<file path="src/rtl/fc_result_writer.sv">
// fc_result_writer
// Write-back mover for the fully-connected datapath. Each accepted result pair
// goes through optional ReLU and signed saturation to DWIDTH/2 bits per lane.
// The two lanes are packed {lane0, lane1} and written to consecutive BRAM
// addresses starting at a captured base address. One register stage separates
// acceptance from the BRAM write.
//
// Ports
//   clk, reset_n              clock, async active-low reset
//   i_run                     start pulse (honoured only in IDLE)
//   i_num_cnt                 words to write (captured on accepted i_run)
//   i_base_addr               first write address (captured on accepted i_run)
//   i_relu_en                 ReLU enable (captured on accepted i_run)
//   i_valid                   result pair strobe
//   i_result_0, i_result_1    signed core results, lane 0 / lane 1
//   addr_b, ce_b, we_b, d_b   BRAM write port
//   o_idle, o_running, o_done FSM status (o_done is a one-cycle pulse)
//   o_overflow                sticky: a valid arrived that could not be accepted
//   o_sat                     sticky: at least one lane was clipped
module fc_result_writer #(
    parameter int unsigned CNT_BIT   = 31,
    parameter int unsigned DWIDTH    = 32,
    parameter int unsigned AWIDTH    = 12,
    parameter int unsigned RES_WIDTH = 64
) (
    input  logic                        clk,
    input  logic                        reset_n,
    input  logic                        i_run,
    input  logic [CNT_BIT-1:0]          i_num_cnt,
    input  logic [AWIDTH-1:0]           i_base_addr,
    input  logic                        i_relu_en,
    input  logic                        i_valid,
    input  logic signed [RES_WIDTH-1:0] i_result_0,
    input  logic signed [RES_WIDTH-1:0] i_result_1,
    output logic [AWIDTH-1:0]           addr_b,
    output logic                        ce_b,
    output logic                        we_b,
    output logic [DWIDTH-1:0]           d_b,
    output logic                        o_idle,
    output logic                        o_running,
    output logic                        o_done,
    output logic                        o_overflow,
    output logic                        o_sat
);

    localparam int unsigned LW = DWIDTH / 2;

    localparam logic signed [RES_WIDTH-1:0] SAT_MAX =
        (RES_WIDTH'(1) <<< (LW - 1)) - RES_WIDTH'(1);
    // Two's complement: ~max is the most negative lane value.
    localparam logic signed [RES_WIDTH-1:0] SAT_MIN = ~SAT_MAX;

    typedef enum logic [1:0] {
        StIdle,
        StRun,
        StDone
    } state_t;

    state_t              r_state;
    logic [CNT_BIT-1:0]  r_num_cnt;
    logic [CNT_BIT-1:0]  r_acc_cnt;
    logic [CNT_BIT-1:0]  r_wr_cnt;
    logic [AWIDTH-1:0]   r_base;
    logic                r_relu_en;
    logic [AWIDTH-1:0]   r_addr;
    logic [DWIDTH-1:0]   r_data;
    logic                r_we;
    logic                r_idle;
    logic                r_running;
    logic                r_done;
    logic                r_overflow;
    logic                r_sat;

    logic                w_accept;
    logic                w_last_write;
    logic [LW:0]         w_lane0;
    logic [LW:0]         w_lane1;

    // Returns {clipped, lane value}.
    function automatic logic [LW:0] proc_lane(input logic signed [RES_WIDTH-1:0] v,
                                              input logic relu);
        logic signed [RES_WIDTH-1:0] t;
        t = (relu && v[RES_WIDTH-1]) ? '0 : v;
        if (t > SAT_MAX) begin
            return {1'b1, SAT_MAX[LW-1:0]};
        end else if (t < SAT_MIN) begin
            return {1'b1, SAT_MIN[LW-1:0]};
        end else begin
            return {1'b0, t[LW-1:0]};
        end
    endfunction

    always_comb begin
        w_accept = (r_state == StRun) && i_valid && (r_acc_cnt < r_num_cnt);
        // wr_cnt advances on acceptance, so during the final write it equals num_cnt.
        w_last_write = (r_state == StRun) && r_we && (r_wr_cnt == r_num_cnt);
        w_lane0 = proc_lane(i_result_0, r_relu_en);
        w_lane1 = proc_lane(i_result_1, r_relu_en);
    end

    always_ff @(posedge clk or negedge reset_n) begin
        if (!reset_n) begin
            r_state    <= StIdle;
            r_num_cnt  <= '0;
            r_acc_cnt  <= '0;
            r_wr_cnt   <= '0;
            r_base     <= '0;
            r_relu_en  <= 1'b0;
            r_addr     <= '0;
            r_data     <= '0;
            r_we       <= 1'b0;
            r_idle     <= 1'b1;
            r_running  <= 1'b0;
            r_done     <= 1'b0;
            r_overflow <= 1'b0;
            r_sat      <= 1'b0;
        end else begin
            r_we   <= 1'b0;
            r_done <= 1'b0;
            case (r_state)
                StIdle: begin
                    if (i_run) begin
                        r_num_cnt  <= i_num_cnt;
                        r_base     <= i_base_addr;
                        r_relu_en  <= i_relu_en;
                        r_overflow <= 1'b0;
                        r_sat      <= 1'b0;
                        r_idle     <= 1'b0;
                        if (i_num_cnt == '0) begin
                            r_state <= StDone;
                            r_done  <= 1'b1;
                        end else begin
                            r_state   <= StRun;
                            r_running <= 1'b1;
                        end
                    end
                end
                StRun: begin
                    if (w_accept) begin
                        r_data    <= {w_lane0[LW-1:0], w_lane1[LW-1:0]};
                        r_addr    <= r_base + r_wr_cnt[AWIDTH-1:0];
                        r_we      <= 1'b1;
                        r_acc_cnt <= r_acc_cnt + CNT_BIT'(1);
                        r_wr_cnt  <= r_wr_cnt + CNT_BIT'(1);
                        r_sat     <= r_sat | w_lane0[LW] | w_lane1[LW];
                    end
                    if (w_last_write) begin
                        r_state   <= StDone;
                        r_running <= 1'b0;
                        r_done    <= 1'b1;
                    end
                end
                StDone: begin
                    r_state   <= StIdle;
                    r_idle    <= 1'b1;
                    r_acc_cnt <= '0;
                    r_wr_cnt  <= '0;
                end
                default: begin
                    r_state   <= StIdle;
                    r_idle    <= 1'b1;
                    r_running <= 1'b0;
                end
            endcase
            // A dropped pair is flagged even on the cycle a new run is accepted.
            if (i_valid && !w_accept) begin
                r_overflow <= 1'b1;
            end
        end
    end

    assign addr_b     = r_addr;
    assign ce_b       = r_we;
    assign we_b       = r_we;
    assign d_b        = r_data;
    assign o_idle     = r_idle;
    assign o_running  = r_running;
    assign o_done     = r_done;
    assign o_overflow = r_overflow;
    assign o_sat      = r_sat;

endmodule

</file>
<file path="config.mk">
export PLATFORM = sky130hd
export DESIGN_NAME = fc_result_writer
export DESIGN_NICKNAME = d
export VERILOG_FILES = /design/src/rtl/fc_result_writer.sv
export SDC_FILE = /design/constraint.sdc
export NUM_CORES = 1
export LEC_CHECK = 0
export CAP_MARGIN = 30
export CORE_AREA = 3 3 146 148
export DETAILED_ROUTE_END_ITERATION = 12
export DIE_AREA = 0 0 149 151
export PLACE_DENSITY_LB_ADDON = 0.08
export SYNTH_ARGS = -nofsm -noshare
export SYNTH_HDL_FRONTEND = slang
export SYNTH_SLANG_ARGS = --single-unit
</file>
<file path="constraint.sdc">
create_clock -name clk -period 2.6 [get_ports clk]
set_input_delay 0.26 -clock clk [delete_from_list [all_inputs] [get_ports clk]]
set_output_delay 0.26 -clock clk [all_outputs]
set_load 0.05 [all_outputs]
</file>
Yosys cells after proc, flatten, opt, wreduce, memory -nomap -nowiden
Cells that the tools add are included.
{"block": "classes", "n_eq_ne": 7, "add_sub_neg": 3, "n_shift": 0, "mul": 0, "n_lt_le_gt_ge": 5, "mux": 30, "bitwise": 4, "div": 0, "reduce_logical": 22}
{"cell": "$gt A64 B16 Y1 const B", "count": 2}
{"cell": "$lt A64 B16 Y1 const B", "count": 2}
{"cell": "$mux W64", "count": 2}
{"cell": "$pmux W31 S2", "count": 2}
{"cell": "$mux W17", "count": 4}
{"cell": "$add A31 B1 Y31 const B", "count": 2}
{"cell": "$mux W31", "count": 2}
{"cell": "$eq A31 B31 Y1", "count": 1}
{"cell": "$logic_not A31 Y1", "count": 1}
{"cell": "$lt A31 B31 Y1", "count": 1}
{"cell": "$add A12 B12 Y12", "count": 1}
{"cell": "$mux W1", "count": 12}
{"cell": "$reduce_and A2 Y1", "count": 6}
{"cell": "$ne A2 B2 Y1 const B", "count": 4}
{"cell": "$reduce_bool A2 Y1", "count": 4}
{"cell": "$logic_and A1 B1 Y1", "count": 7}
{"cell": "$mux W2", "count": 3}
{"cell": "$pmux W1 S2", "count": 3}
{"cell": "$pmux W2 S2", "count": 1}
{"cell": "$reduce_and A4 Y1", "count": 1}
{"cell": "$pmux W1 S3", "count": 1}
{"cell": "$reduce_and A3 Y1", "count": 1}
{"cell": "$eq A2 B1 Y1 const B", "count": 1}
{"cell": "$eq A2 B2 Y1 const B", "count": 1}
{"cell": "other kinds (4)", "count": 6}
{"block": "totals", "regBits": 158, "romBits": 0, "latchBits": 0, "mem_count": 0, "out_inout_bits": 51, "ram_bits": 0, "elab_cells": 85}

Logic depth before layout (Yosys ltp)
Gate-level depths: netlist of run 1.
{"block": "depth", "ltp_word": 9, "depth_mapped": 13, "ltp_nobuf": 11}

Least setup slack after synthesis of run 1
OpenSTA, ideal clock, no wires.
{"block": "synth_timing", "path_kind": "register to register", "from": "register r_acc_cnt[20]", "to": "register r_wr_cnt[19]", "arrival_time_ns": 2.601, "required_ns": 2.522, "setup_ns": 0.078, "setup_slack_ns": -0.079, "path_stages_with_launch": 11, "cell_sequence": "dfrtp_1 ha_1 a21o_1 a211oi_2 o2111ai_1 a21oi_2 a21oi_2 or4_4 clkbuf_2 or3_1 a21oi_1"}
{"block": "synth_via", "elab_chain_cells": 4}
{"element": "start: declaration", "line_no": "61", "text": "logic [CNT_BIT-1:0] r_acc_cnt;"}
{"element": "start signal: assignment", "line_no": "143", "text": "r_acc_cnt <= r_acc_cnt + CNT_BIT'(1);"}
{"element": "$lt A31 B31 Y1", "line_no": "94", "text": "w_accept = (r_state == StRun) && i_valid && (r_acc_cnt < r_num_cnt);"}
{"element": "$logic_and A1 B1 Y1", "line_no": "94"}
{"element": "$ne A2 B2 Y1 (no line)"}
{"element": "$reduce_and A2 Y1 (no line)"}
{"element": "end signal: assignment", "line_no": "144", "text": "r_wr_cnt <= r_wr_cnt + CNT_BIT'(1);"}
{"element": "end: declaration", "line_no": "62", "text": "logic [CNT_BIT-1:0] r_wr_cnt;"}
Every way passes these cells.
A chain may end at the register's enable or synchronous reset.

Final worst setup path of run 1
{"block": "layout_timing", "from": "register r_num_cnt[28]", "to": "register r_wr_cnt[14]"}
{"block": "layout_via", "elab_chain_cells": 4}
{"element": "start: declaration", "line_no": "60", "text": "logic [CNT_BIT-1:0] r_num_cnt;"}
{"element": "start signal: assignment", "line_no": "123", "text": "r_num_cnt <= i_num_cnt;"}
{"element": "$lt A31 B31 Y1", "line_no": "94"}
{"element": "$logic_and A1 B1 Y1", "line_no": "94"}
{"element": "$ne A2 B2 Y1 (no line)"}
{"element": "$reduce_and A2 Y1 (no line)"}
Every way passes these cells.

==> summary.md, run 1 <==
| Metric | Value |
|---|---|
| Maximum VDD drop | 509 uV |
| Tmin final | 2790 ps |
| Register bit total from synthesis | 158 |
| HPWL after DPL | 22,400 um |
| Routed Antenna Nets | 0 |
| Relative slew margins | 44.0% |
| FFs w/ async S/R, synth | 100% |
| Slowest CP cell | or4_4 |
| Ranking of synthesized cells by area | dfrtp_1 (44%), ha_1 (6.0%), nand2_1 (4.7%), o21ai_0 (4.0%), xnor2_1 (3.9%) |
| Maximum clock path buffer count | 2 |
| Die H | 151 um |
| RSZ-0062 raised after global routing | yes |
| ANT cells | 0 |
| Worst Path Buf+Inv | 2 |
| Final WL | 32,400 um |
| CTS H-tree depth | 4 |
| Drt initial violations | 416 |
| TritonCTS buffer count | 17 |
| Crit-path leading delay family | simple AND/OR/NAND/NOR gates |
| Failing checks | negative setup slack |
| Maximum clock rate | 359 MHz |
| Worst-Margin Slew | 838 ps |
| CTS Root Cell | clkbuf_16 |
| Clk_skew | 9.66 ps |
| Lkg Pwr | 5.85 nW |
| MaxCap Viol Count | 0 |
| Share of cells above drive strength 1 | 22.7% |
| Final instance area | 14,100 um^2 |
| Pin count of the biggest net entering global routing | 100 |
| Critical Path RT | 2960 ps |
| Vias per cell | 5.65 |
| Initial antenna violation count | 0 |
| First-pass GRT wire length | 46,400 um |
| Warnings from Yosys | 0 |
| Row count | 52 |
| Fin nets | 1,526 |
| Core Box Area | 20,200 um^2 |
| Setup WS pre-CTS | -251 ps |
| Status | finished with violations |
| Crit share post-route | 107% |
| TritonCTS Sinks | 158 |
| Power per standard cell area | 664 nW/um^2 |
| Distinct cells, synth | 65 |
| Hold Violations, Final | 0 |
| Synth-to-layout area growth | 56.6% |
| Clk_lat worst skew | 440 ps |
| First drt pass iteration count | 5 |
| All-Layer GR Usage | 26.4% |
| Top cell type's share of synthesized area | 43.8% |
| Synthesized area | 8980 um^2 |
| CP Max Fanout | 18 |
| Max stage delay on crit path | 590 ps |
| Commonest non-fill, non-tap cells in the layout | clkdlybuf4s50_1 (225), dfrtp_1 (157), nand2_1 (100) |
| Overflow after GRT | 0 |
| Post-synth net total | 1,198 |
| Hold crit path type | input pin to asynchronous set/reset pin |
| # fillers | 1,556 |
| Critical R2R Capture | r_wr_cnt[14] |
| I/O Pins | 227 |
| Critical path startpoint category | flop |
| Cells after Synth | 978 |
| Cell Chain, Critical Path | inv_1 > ha_1 > a21oi_1 > nor2b_1 > o21ai_1 > and4b_1 > o21ai_4 > or4_4 > buf_12 > or3_1 > a21oi_2 |
| Die area | 22,500 um^2 |
| WP data arrival | 3150 ps |
| Area occupied by multi-input gates | 5310 um^2 |
| Register area share after synthesis | 44.0% |
| Final WS setup | -187 ps |
| Initial Utilization | 44.5% |
| Avg Cell Area, Syn | 9.18 um^2 |
| Worst R2R Setup Slack | -190 ps |
| DRC errors left | 0 |
| Port buffer count | 226 |
| Routed len/inst | 20.4 um |
| Number of pins with negative max-slew slack in the final report | 0 |
| Register area | 3960 um^2 |
| Cell accounting for the most synthesized area | dfrtp_1 |
| Crit path kind | flop to flop |
| Clk slew on worst S/H paths | 70 ps |
| Placed cell areas | 12,100 um^2 |
| Commonest non-fill, non-tap cell in the layout | clkdlybuf4s50_1 |
| Final setup viols | 69 |
| Number of synthesized flops with an enable pin | 0 |
| Most used DFF post-synth | dfrtp_1 |
| Via count | 8,975 |
| Routability Congestion | 0.825 |
| Die Span X | 149 um |
| Vias in the first global route | 8,747 |
| Critical path endpoint category | flop |
| Worst R2R Start | r_num_cnt[28] |
| Cells on worst reg2reg path | 11 |
| CTS tree | built |
==> worst register-to-register path, delay by kind of cell, from the launching register on <==
kind | cells | cell delay [ps]
AO/OA/AOI/OAI | 4 | 530
adder cells (fa/ha/maj) | 1 | 320
buffers and inverters | 2 | 230
AND/OR/NAND/NOR | 4 | 1310
flip-flops | 1 | 340
==> layout make-up <==
cell class	count	share of cell area, %
flip-flops and latches	158	28.1
inverters	56	1.68
well taps	270	2.40
clock inverters	15	1.57
clock buffers	17	3.03
repair buffers	350	25.3
multi-input cells	722	37.8
repair inverters	1	0.0801
==> synth_stat cells, types with 4 or more instances <==
| cell | n |
|---|---|
| o21ai_0 | 72 |
| and4_1 | 5 |
| and3_1 | 9 |
| o31ai_1 | 9 |
| dfrtp_1 | 157 |
| or3_1 | 17 |
| a21o_1 | 9 |
| o21a_1 | 4 |
| a31oi_1 | 36 |
| nand4_1 | 44 |
| nand2_1 | 112 |
| a21oi_1 | 42 |
| nor3_1 | 11 |
| nor2_1 | 75 |
| nand2b_1 | 5 |
| nor4b_1 | 7 |
| or4_1 | 11 |
| nand3_1 | 23 |
| xnor2_1 | 40 |
| nor4_1 | 54 |
| clkbuf_1 | 34 |
| mux2_2 | 14 |
| ha_1 | 43 |
| xor2_1 | 25 |
| and2_1 | 5 |
| inv_1 | 55 |
| o41ai_1 | 4 |
| nor2b_1 | 5 |
==> cells by family after synthesis <==
family,Yosys count,synth area share [%]
buf+inv,99,4.65
simple gates,401,23.7
flops,158,44.0
fa+ha+maj,44,6.22
compound gates,194,12.9
mux,17,2.09
xor+xnor,65,6.34
==> state kept, by name, indices dropped and copies added (netlist names), 2 cells and up <==
name and flops:
addr_b 12, r_base 12, r_wr_cnt 31, r_acc_cnt 31, r_num_cnt 31, r_state 2
d_b 32
==> how the worst max path moves through the flow <==
| stage | start | endpoint | slack, ps | cells past startpoint |
|---|---|---|---|---|
| 3_5_place_dp | r_acc_cnt[20] | r_acc_cnt[26] | -250 | 10 |
| 5_1_grt | r_num_cnt[8] | r_acc_cnt[27] | -270 | 10 |
| 6_report | r_num_cnt[28] | r_wr_cnt[14] | -190 | 11 |
| 2_1_floorplan | r_acc_cnt[20] | r_wr_cnt[19] | -10 | 10 |
| 3_3_place_gp | r_num_cnt[17] | r_acc_cnt[28] | -200 | 11 |
| 4_1_cts | r_acc_cnt[20] | r_wr_cnt[23] | -210 | 9 |
==> power by group <==
group / switching (mW) / internal, mW
registers: 0.294 / 2.82
clock network: 1.17 / 1.65
logic: 2.00 / 1.42
==> stage by stage <==
stage	utilization (%)	hold slack [ps]	setup TNS (ps)	power, mW	cells
6_report	69.7	207	-7700	9.34	1589
3_5_place_dp	60.2	85.1	-10670	6.08	1524
4_1_cts	64.3	214	-8020	8.93	1561
3_3_place_gp	60.2	85.2	-3760	6.05	1524
5_1_grt	69.7	237	-14600	9.75	1589
2_1_floorplan	-	-35.6	-16.4	4.76	978
==> routing by layer <==
layer / share of wire, % / GRT usage [%] / wire, um / up-vias
li1: - / - / - / 4219
met4: 3.4 / 10.2 / 1090 / 0
met5: 0 / 0 / 0 / -
met2: 49 / 43.7 / 15900 / 291
met1: 42 / 33.8 / 13500 / 4405
met3: 6.0 / 6.22 / 1930 / 60
==> what timing repair did <==
action,4_1_cts,5_1_grt
resized for setup,28,158
pin swaps,5,23
gates cloned,1,15
endpoints found under the hold margin,10,0
setup endpoints to repair,77,106
hold buffers,1,0
setup buffers,3,14
(Power assumes the default switching activity.)
==> run 2: changes to the inputs <==
--- a/config.mk
+++ b/config.mk
@@ -9,7 +9,9 @@
 export CORE_AREA = 3 3 146 148
 export DETAILED_ROUTE_END_ITERATION = 12
 export DIE_AREA = 0 0 149 151
+export GPL_TIMING_DRIVEN = 0
 export PLACE_DENSITY_LB_ADDON = 0.08
+export RECOVER_POWER = 100
 export SYNTH_ARGS = -nofsm -noshare
 export SYNTH_HDL_FRONTEND = slang
 export SYNTH_SLANG_ARGS = --single-unit
==> summary.md, run 2 (synthesis gave the netlist of run 1 again) <==
| Metric | Value |
|---|---|
| Commonest non-fill, non-tap cells in the layout | clkdlybuf4s50_1 (174), dfrtp_1 (146), nand2_1 (94) |
| CTS Root Cell | clkbuf_16 |
| TritonCTS Sinks | 158 (unchanged) |
| Clk slew on worst S/H paths | 70 ps (about the same) |
| Maximum clock rate | 345 MHz (-3.9%) |
| Via count | 9,052 (+0.86%) |
| Core Box Area | 20,200 um^2 (unchanged) |
| Crit path kind | flop to flop |
| Vias per cell | 5.79 (+2.5%) |
| MaxCap Viol Count | 0 (unchanged) |
| Clk_skew | 12.7 ps (+3.02 ps) |
| Die area | 22,500 um^2 (unchanged) |
| Routability Congestion | 0.890 (+7.9%) |
| Status | finished with violations |
| Layout Utilization | 70.9% (+1.2 points) |
| Vias in the first global route | 8,948 (+2.3%) |
| I/O Pins | 227 (unchanged) |
| CTS tree | built |
| Placed cell areas | 11,600 um^2 (-4.1%) |
| Routed len/inst | 21.9 um (+7.3%) |
| Failing checks | negative setup slack |
| Routed Antenna Nets | 0 (unchanged) |
| Crit-path leading delay family | simple AND/OR/NAND/NOR gates |
| Critical Path RT | 2950 ps (about the same) |
| Port buffer count | 226 (unchanged) |
| First-pass GRT wire length | 50,200 um (+8.2%) |
| TritonCTS buffer count | 17 (unchanged) |
| Critical path endpoint category | flop |
| Pin count of the biggest net entering global routing | 118 (+18%) |
| Max stage delay on crit path | 620 ps (+30 ps) |
| RSZ-0062 raised after global routing | yes |
| First drt pass iteration count | 7 (+2) |
| Clk_lat worst skew | 430 ps (about the same) |
| Number of pins with negative max-slew slack in the final report | 0 (unchanged) |
| Worst Path Buf+Inv | 1 (-1) |
| Power per standard cell area | 635 nW/um^2 (-4.4%) |
| CTS H-tree depth | 4 (unchanged) |
| Final WS setup | -299 ps (-113 ps) |
| Lkg Pwr | 5.68 nW (-2.8%) |
| CP Max Fanout | 7 (-11) |
| Final setup viols | 98 (+42%) |
| Maximum clock path buffer count | 2 (unchanged) |
| Final instance area | 14,300 um^2 (+1.8%) |
| Hold crit path type | input pin to flop |
| Hold Violations, Final | 0 (unchanged) |
| Synth-to-layout area growth | 59.4% |
| Row count | 52 (unchanged) |
| HPWL after DPL | 23,700 um (+6.0%) |
| Crit path top cell by count | a21o_1 |
| WP data arrival | 3240 ps (+90 ps) |
| # fillers | 1,472 (-5.4%) |
| Power, Total | 9.08 mW (-2.8%) |
| Slowest CP cell | or4_4 |
| Final WL | 34,300 um (+5.6%) |
| Critical path startpoint category | flop |
| Fin nets | 1,500 (-1.7%) |
| All-Layer GR Usage | 29.0% (+2.6 points) |
| Die H | 151 um (unchanged) |
| Overflow after GRT | 0 (unchanged) |
| Crit share post-route | 112% (+4.3 points) |
| Drt initial violations | 635 (+53%) |
| Share of cells above drive strength 1 | 23.6% (+0.84 points) |
| Worst R2R Setup Slack | -300 ps (-110 ps) |
| Initial antenna violation count | 3 (+3) |
| Sum Neg Setup Slack | -17,090 ps (-9390 ps) |
| Max FFs per register | 32 (unchanged) |
| DRC errors left | 0 (unchanged) |
| Relative slew margins | 23.2% (-21 points) |
| Initial Utilization | 44.5% (unchanged) |
| Maximum VDD drop | 408 uV (-20%) |
| Tmin final | 2900 ps (+113 ps) |
| Commonest non-fill, non-tap cell in the layout | clkdlybuf4s50_1 |
| Die Span X | 149 um (unchanged) |
| Worst-Margin Slew | 1150 ps (+315 ps) |
| Cell Chain, Critical Path | ha_1 > a21o_1 > a21o_1 > a21oi_2 > o21ai_4 > or4_4 > buf_8 > or3_4 > a21oi_4 |
## run 2: cell count changes in the layout (fill, tap and decap cells not counted), sizes merged, moves of 2 or more
cell / before / now
buf: 115 / 63
clkinv: 2 / 4
inv: 64 / 61
dlygate4sd3: 1 / 52
clkbuf: 26 / 55
clkdlybuf4s50: 225 / 174
bufinv: 4 / 2
## run 2: final cells by class
cell class | count | area [um^2] | share of cell area, %
inverter | 56 | 223 | 1.56
clock inverter | 13 | 155 | 1.08
antenna | 1 | 2.50 | 0.0175
sequential | 158 | 3970 | 27.7
timing repair inverter | 1 | 30.0 | 0.210
multi-input combinational | 721 | 5740 | 40.1
timing repair buffer | 282 | 2910 | 20.3
clock buffer | 19 | 443 | 3.10
buffer | 43 | 499 | 3.49
tap | 270 | 338 | 2.36
## run 2: tightest hold or removal path: cells and delay by family
| family | cells | cell delay, ps |
|---|---|---|
| buf+inv | 1 | 400 |
| compound gates | 1 | 60 |
| simple gates | 1 | 60 |
## run 2: final timing paths
path / from / to / depth (start not counted)
max reg2reg: r_acc_cnt[24] / r_wr_cnt[20] / 9
min in group asynchronous: reset_n / r_wr_cnt[17] / 2
min: i_result_0[13] / d_b[29] / 3
min reg2reg: addr_b[7] / addr_b[7] / 2
max: r_acc_cnt[24] / r_wr_cnt[20] / 9
max in group asynchronous: reset_n / r_acc_cnt[28] / 3
## run 2: where the power goes
| group | total [mW] | internal [mW] | switching [mW] |
|---|---|---|---|
| Clock | 2.57 | 1.46 | 1.11 |
| Combinational | 3.28 | 1.31 | 1.97 |
| Sequential | 3.24 | 2.82 | 0.416 |
## run 2: layer usage
layer | GRT usage, % | part of all wire, % | routed length (um)
met1 | 36.6 | 40 | 13700
met2 | 50.8 | 51 | 17400
met3 | 7.12 | 7.1 | 2430
met4 | 6.27 | 2.1 | 718
met5 | 0 | 0.079 | 27
## run 2: repair_timing
item,4_1_cts,5_1_grt
endpoints found under the setup margin,107,107
pin swaps,66,54
gates resized for setup,192,168
setup buffers,21,22
cloned,9,4
hold buffers,1,0
endpoints found under the hold margin,40,0
## run 2: per-stage QoR
step	std cells	setup WS [ps]	hold slack, ps
after CTS	1539	-312	318
after global routing	1564	-400	392
after detailed placement	1476	-807	177
final	1564	-299	385
after floorplan	978	-10.9	-35.6
after global placement	1474	-5560	461
==> run 3: changes to the inputs <==
--- a/config.mk
+++ b/config.mk
@@ -15,3 +15,4 @@
 export SYNTH_ARGS = -nofsm -noshare
 export SYNTH_HDL_FRONTEND = slang
 export SYNTH_SLANG_ARGS = --single-unit
+export TNS_END_PERCENT = 5
==> summary.md, run 3 (synthesis gave the netlist of run 1 again) <==
| Metric | Value |
|---|---|
| Row count | 52 (unchanged) |
| Routed len/inst | 20.3 um (-7.3%) |
| Clk slew on worst S/H paths | 70 ps (about the same) |
| WP data arrival | 3200 ps (-40 ps) |
| Failing checks | max-capacitance violations, max-slew violations, negative setup slack |
| DRC errors left | 0 (unchanged) |
| Number of pins with negative max-slew slack in the final report | 78 (+78) |
| Clk_skew | 10.4 ps (-2.31 ps) |
| Drt initial violations | 497 (-22%) |
| Hold crit path type | input pin to flop |
| Crit path kind | flop to flop |
| Initial antenna violation count | 2 (-1) |
| Lkg Pwr | 5.15 nW (-9.4%) |
| Met2 wire len | 15,300 um (-12%) |
| Via count | 8,565 (-5.4%) |
| All-Layer GR Usage | 27.3% (-1.7 points) |
| Die Span X | 149 um (unchanged) |
| Final instance count without filler cells | 1,517 (-3.0%) |
| Die area | 22,500 um^2 (unchanged) |
| Placed instance count | 1,476 (unchanged) |
| Critical path endpoint category | flop |
| Flop pwr share | 37.8% (+2.2 points) |
| RSZ-0062 raised after global routing | yes |
| Routed Antenna Nets | 0 (unchanged) |
| Max FFs per register | 32 (unchanged) |
| Int Power | 5.17 mW (-7.6%) |
| Core Box Area | 20,200 um^2 (unchanged) |
| CP Max Fanout | 10 (+3) |
| First drt pass iteration count | 7 (unchanged) |
| Commonest non-fill, non-tap cells in the layout | clkdlybuf4s50_1 (174), dfrtp_1 (152), nand2_1 (112) |
| Commonest non-fill, non-tap cell in the layout | clkdlybuf4s50_1 |
| Share of cells above drive strength 1 | 11.1% (-12 points) |
| Clock power share | 28.7% (+0.4 points) |
| First-pass GRT wire length | 47,500 um (-5.4%) |
| I/O Pins | 227 (unchanged) |
| Max Used Layer | met5 |
| Maximum clock rate | 352 MHz (+2.0%) |
| TritonCTS buffer count | 17 (unchanged) |
| Metal-1 WL | 12,800 um (-6.8%) |
| Hold Violations, Final | 0 (unchanged) |
| Maximum VDD drop | 595 uV (+46%) |
| P_sw | 3.17 mW (-9.3%) |
| Met3 WL post-DR | 2160 um (-11%) |
| Worst-Margin Slew | 2120 ps (+968 ps) |
| CTS tree | built |
| Clk_lat worst skew | 430 ps (about the same) |
| Port buffer count | 226 (unchanged) |
| Overflow after GRT | 0 (unchanged) |
| TritonCTS Sinks | 158 (unchanged) |
| # fillers | 1,749 (+19%) |
| Cells on worst reg2reg path | 12 (+3) |
| Critical path startpoint category | flop |
| Final WS setup | -242 ps (+57.2 ps) |
| Relative slew margins | -41.3% (-65 points) |
| Vias in the first global route | 8,650 (-3.3%) |
| Crit share post-route | 109% (-2.2 points) |
| Hold WS | 388 ps (+3.65 ps) |
| Vias per cell | 5.65 (-2.4%) |
| Initial Utilization | 44.5% (unchanged) |
| MaxCap Viol Count | 1 (+1) |
| Critical Path RT | 2960 ps (about the same) |
| Fin nets | 1,454 (-3.1%) |
| Logic pwr share | 33.5% (-2.6 points) |
| Register area | 3960 um^2 (-0.19%) |
| Setup WS pre-CTS | -820 ps (-13.3 ps) |
| CTS H-tree depth | 4 (unchanged) |
| Area occupied by multi-input gates | 4850 um^2 (-16%) |
| Tmin final | 2840 ps (-57.2 ps) |
| Power, Total | 8.34 mW (-8.2%) |
| Status | finished with violations |
| Power per standard cell area | 660 nW/um^2 (+3.9%) |
| Synth-to-layout area growth | 40.7% |
| Hold Path Stages | 3 (unchanged) |
| ANT cells | 0 (-1) |
| Die H | 151 um (unchanged) |
| Switching Share | 38.0% (-0.42 points) |
| HPWL after DPL | 23,600 um (-0.32%) |
| Maximum clock path buffer count | 2 (unchanged) |
| Pin count of the biggest net entering global routing | 82 (-31%) |
| Routability Congestion | 0.889 (-0.18%) |
| Final WL | 30,800 um (-10%) |
| CTS Root Cell | clkbuf_16 |
| Final setup viols | 42 (-57%) |
## run 3: changes by cell type in the layout (fill, tap and decap cells not counted), sizes merged
cell	delta
clkinvlp	+4
diode	-1
bufinv	-2
buf	-45
inv	-1
clkinv	-2
## run 3: final timing paths
| path | start | to | slack [ps] |
|---|---|---|---|
| worst max-delay path | r_num_cnt[20] | r_acc_cnt[29] | -240 |
| worst min-delay path | i_result_0[11] | d_b[27] | 390 |
| worst max register to register | r_num_cnt[20] | r_acc_cnt[29] | -240 |
| worst min register to register | addr_b[2] | addr_b[2] | 480 |
| max in group asynchronous | reset_n | r_acc_cnt[24] | 220 |
| min in group asynchronous | reset_n | r_wr_cnt[27] | 960 |
## run 3: final cells by class
class	count	share of cell area (%)
tap	270	2.67
sequential	158	31.4
clock inverter	13	0.852
clock buffer	19	3.58
multi-input combinational	721	38.4
timing repair buffer	237	18.6
buffer	43	2.81
inverter	56	1.70
## run 3: timing repair
action | in CTS | in global routing
hold buffers | 1 | 0
gates resized for setup | 73 | 40
pin swaps | 15 | 8
hold endpoints to repair | 77 | 0
setup buffers | 8 | 0
endpoints found under the setup margin | 107 | 108
## run 3: power by group through the flow
stage	registers, mW	logic (mW)	clock network, mW
final	3.15	2.79	2.39
after global routing	3.20	3.03	2.53
after CTS	3.15	2.83	2.43
after detailed placement	3.19	2.74	0
after global placement	3.19	2.71	0
after floorplan	3.76	0.999	0
## run 3: critical path, cell delays in order, from the launching register on
cell and delay, ps:
dfrtp_1 390, inv_2 80, ha_4 200, a21o_1 180
a211oi_4 260, o2111ai_2 180, a21oi_2 190, a21oi_4 110
or2_1 230, buf_6 160, buf_12 150, or4_4 520
a21oi_2 130
## run 3: layer usage
layer	vias up	track usage, %
met4	4	7.00
met2	277	46.8
met1	4171	34.4
met5	-	0
met3	39	7.42
li1	4074	-
## run 3: through the flow
stage               util, %  area (um^2)  TNS, ps
CTS                    62.0        12500    -6510
global route           62.6        12600   -18110
global placement       57.5        11600  -926730
detailed placement     57.7        11600   -50920
finish                 62.6        12600    -5390
floorplan                 -         9000     -149
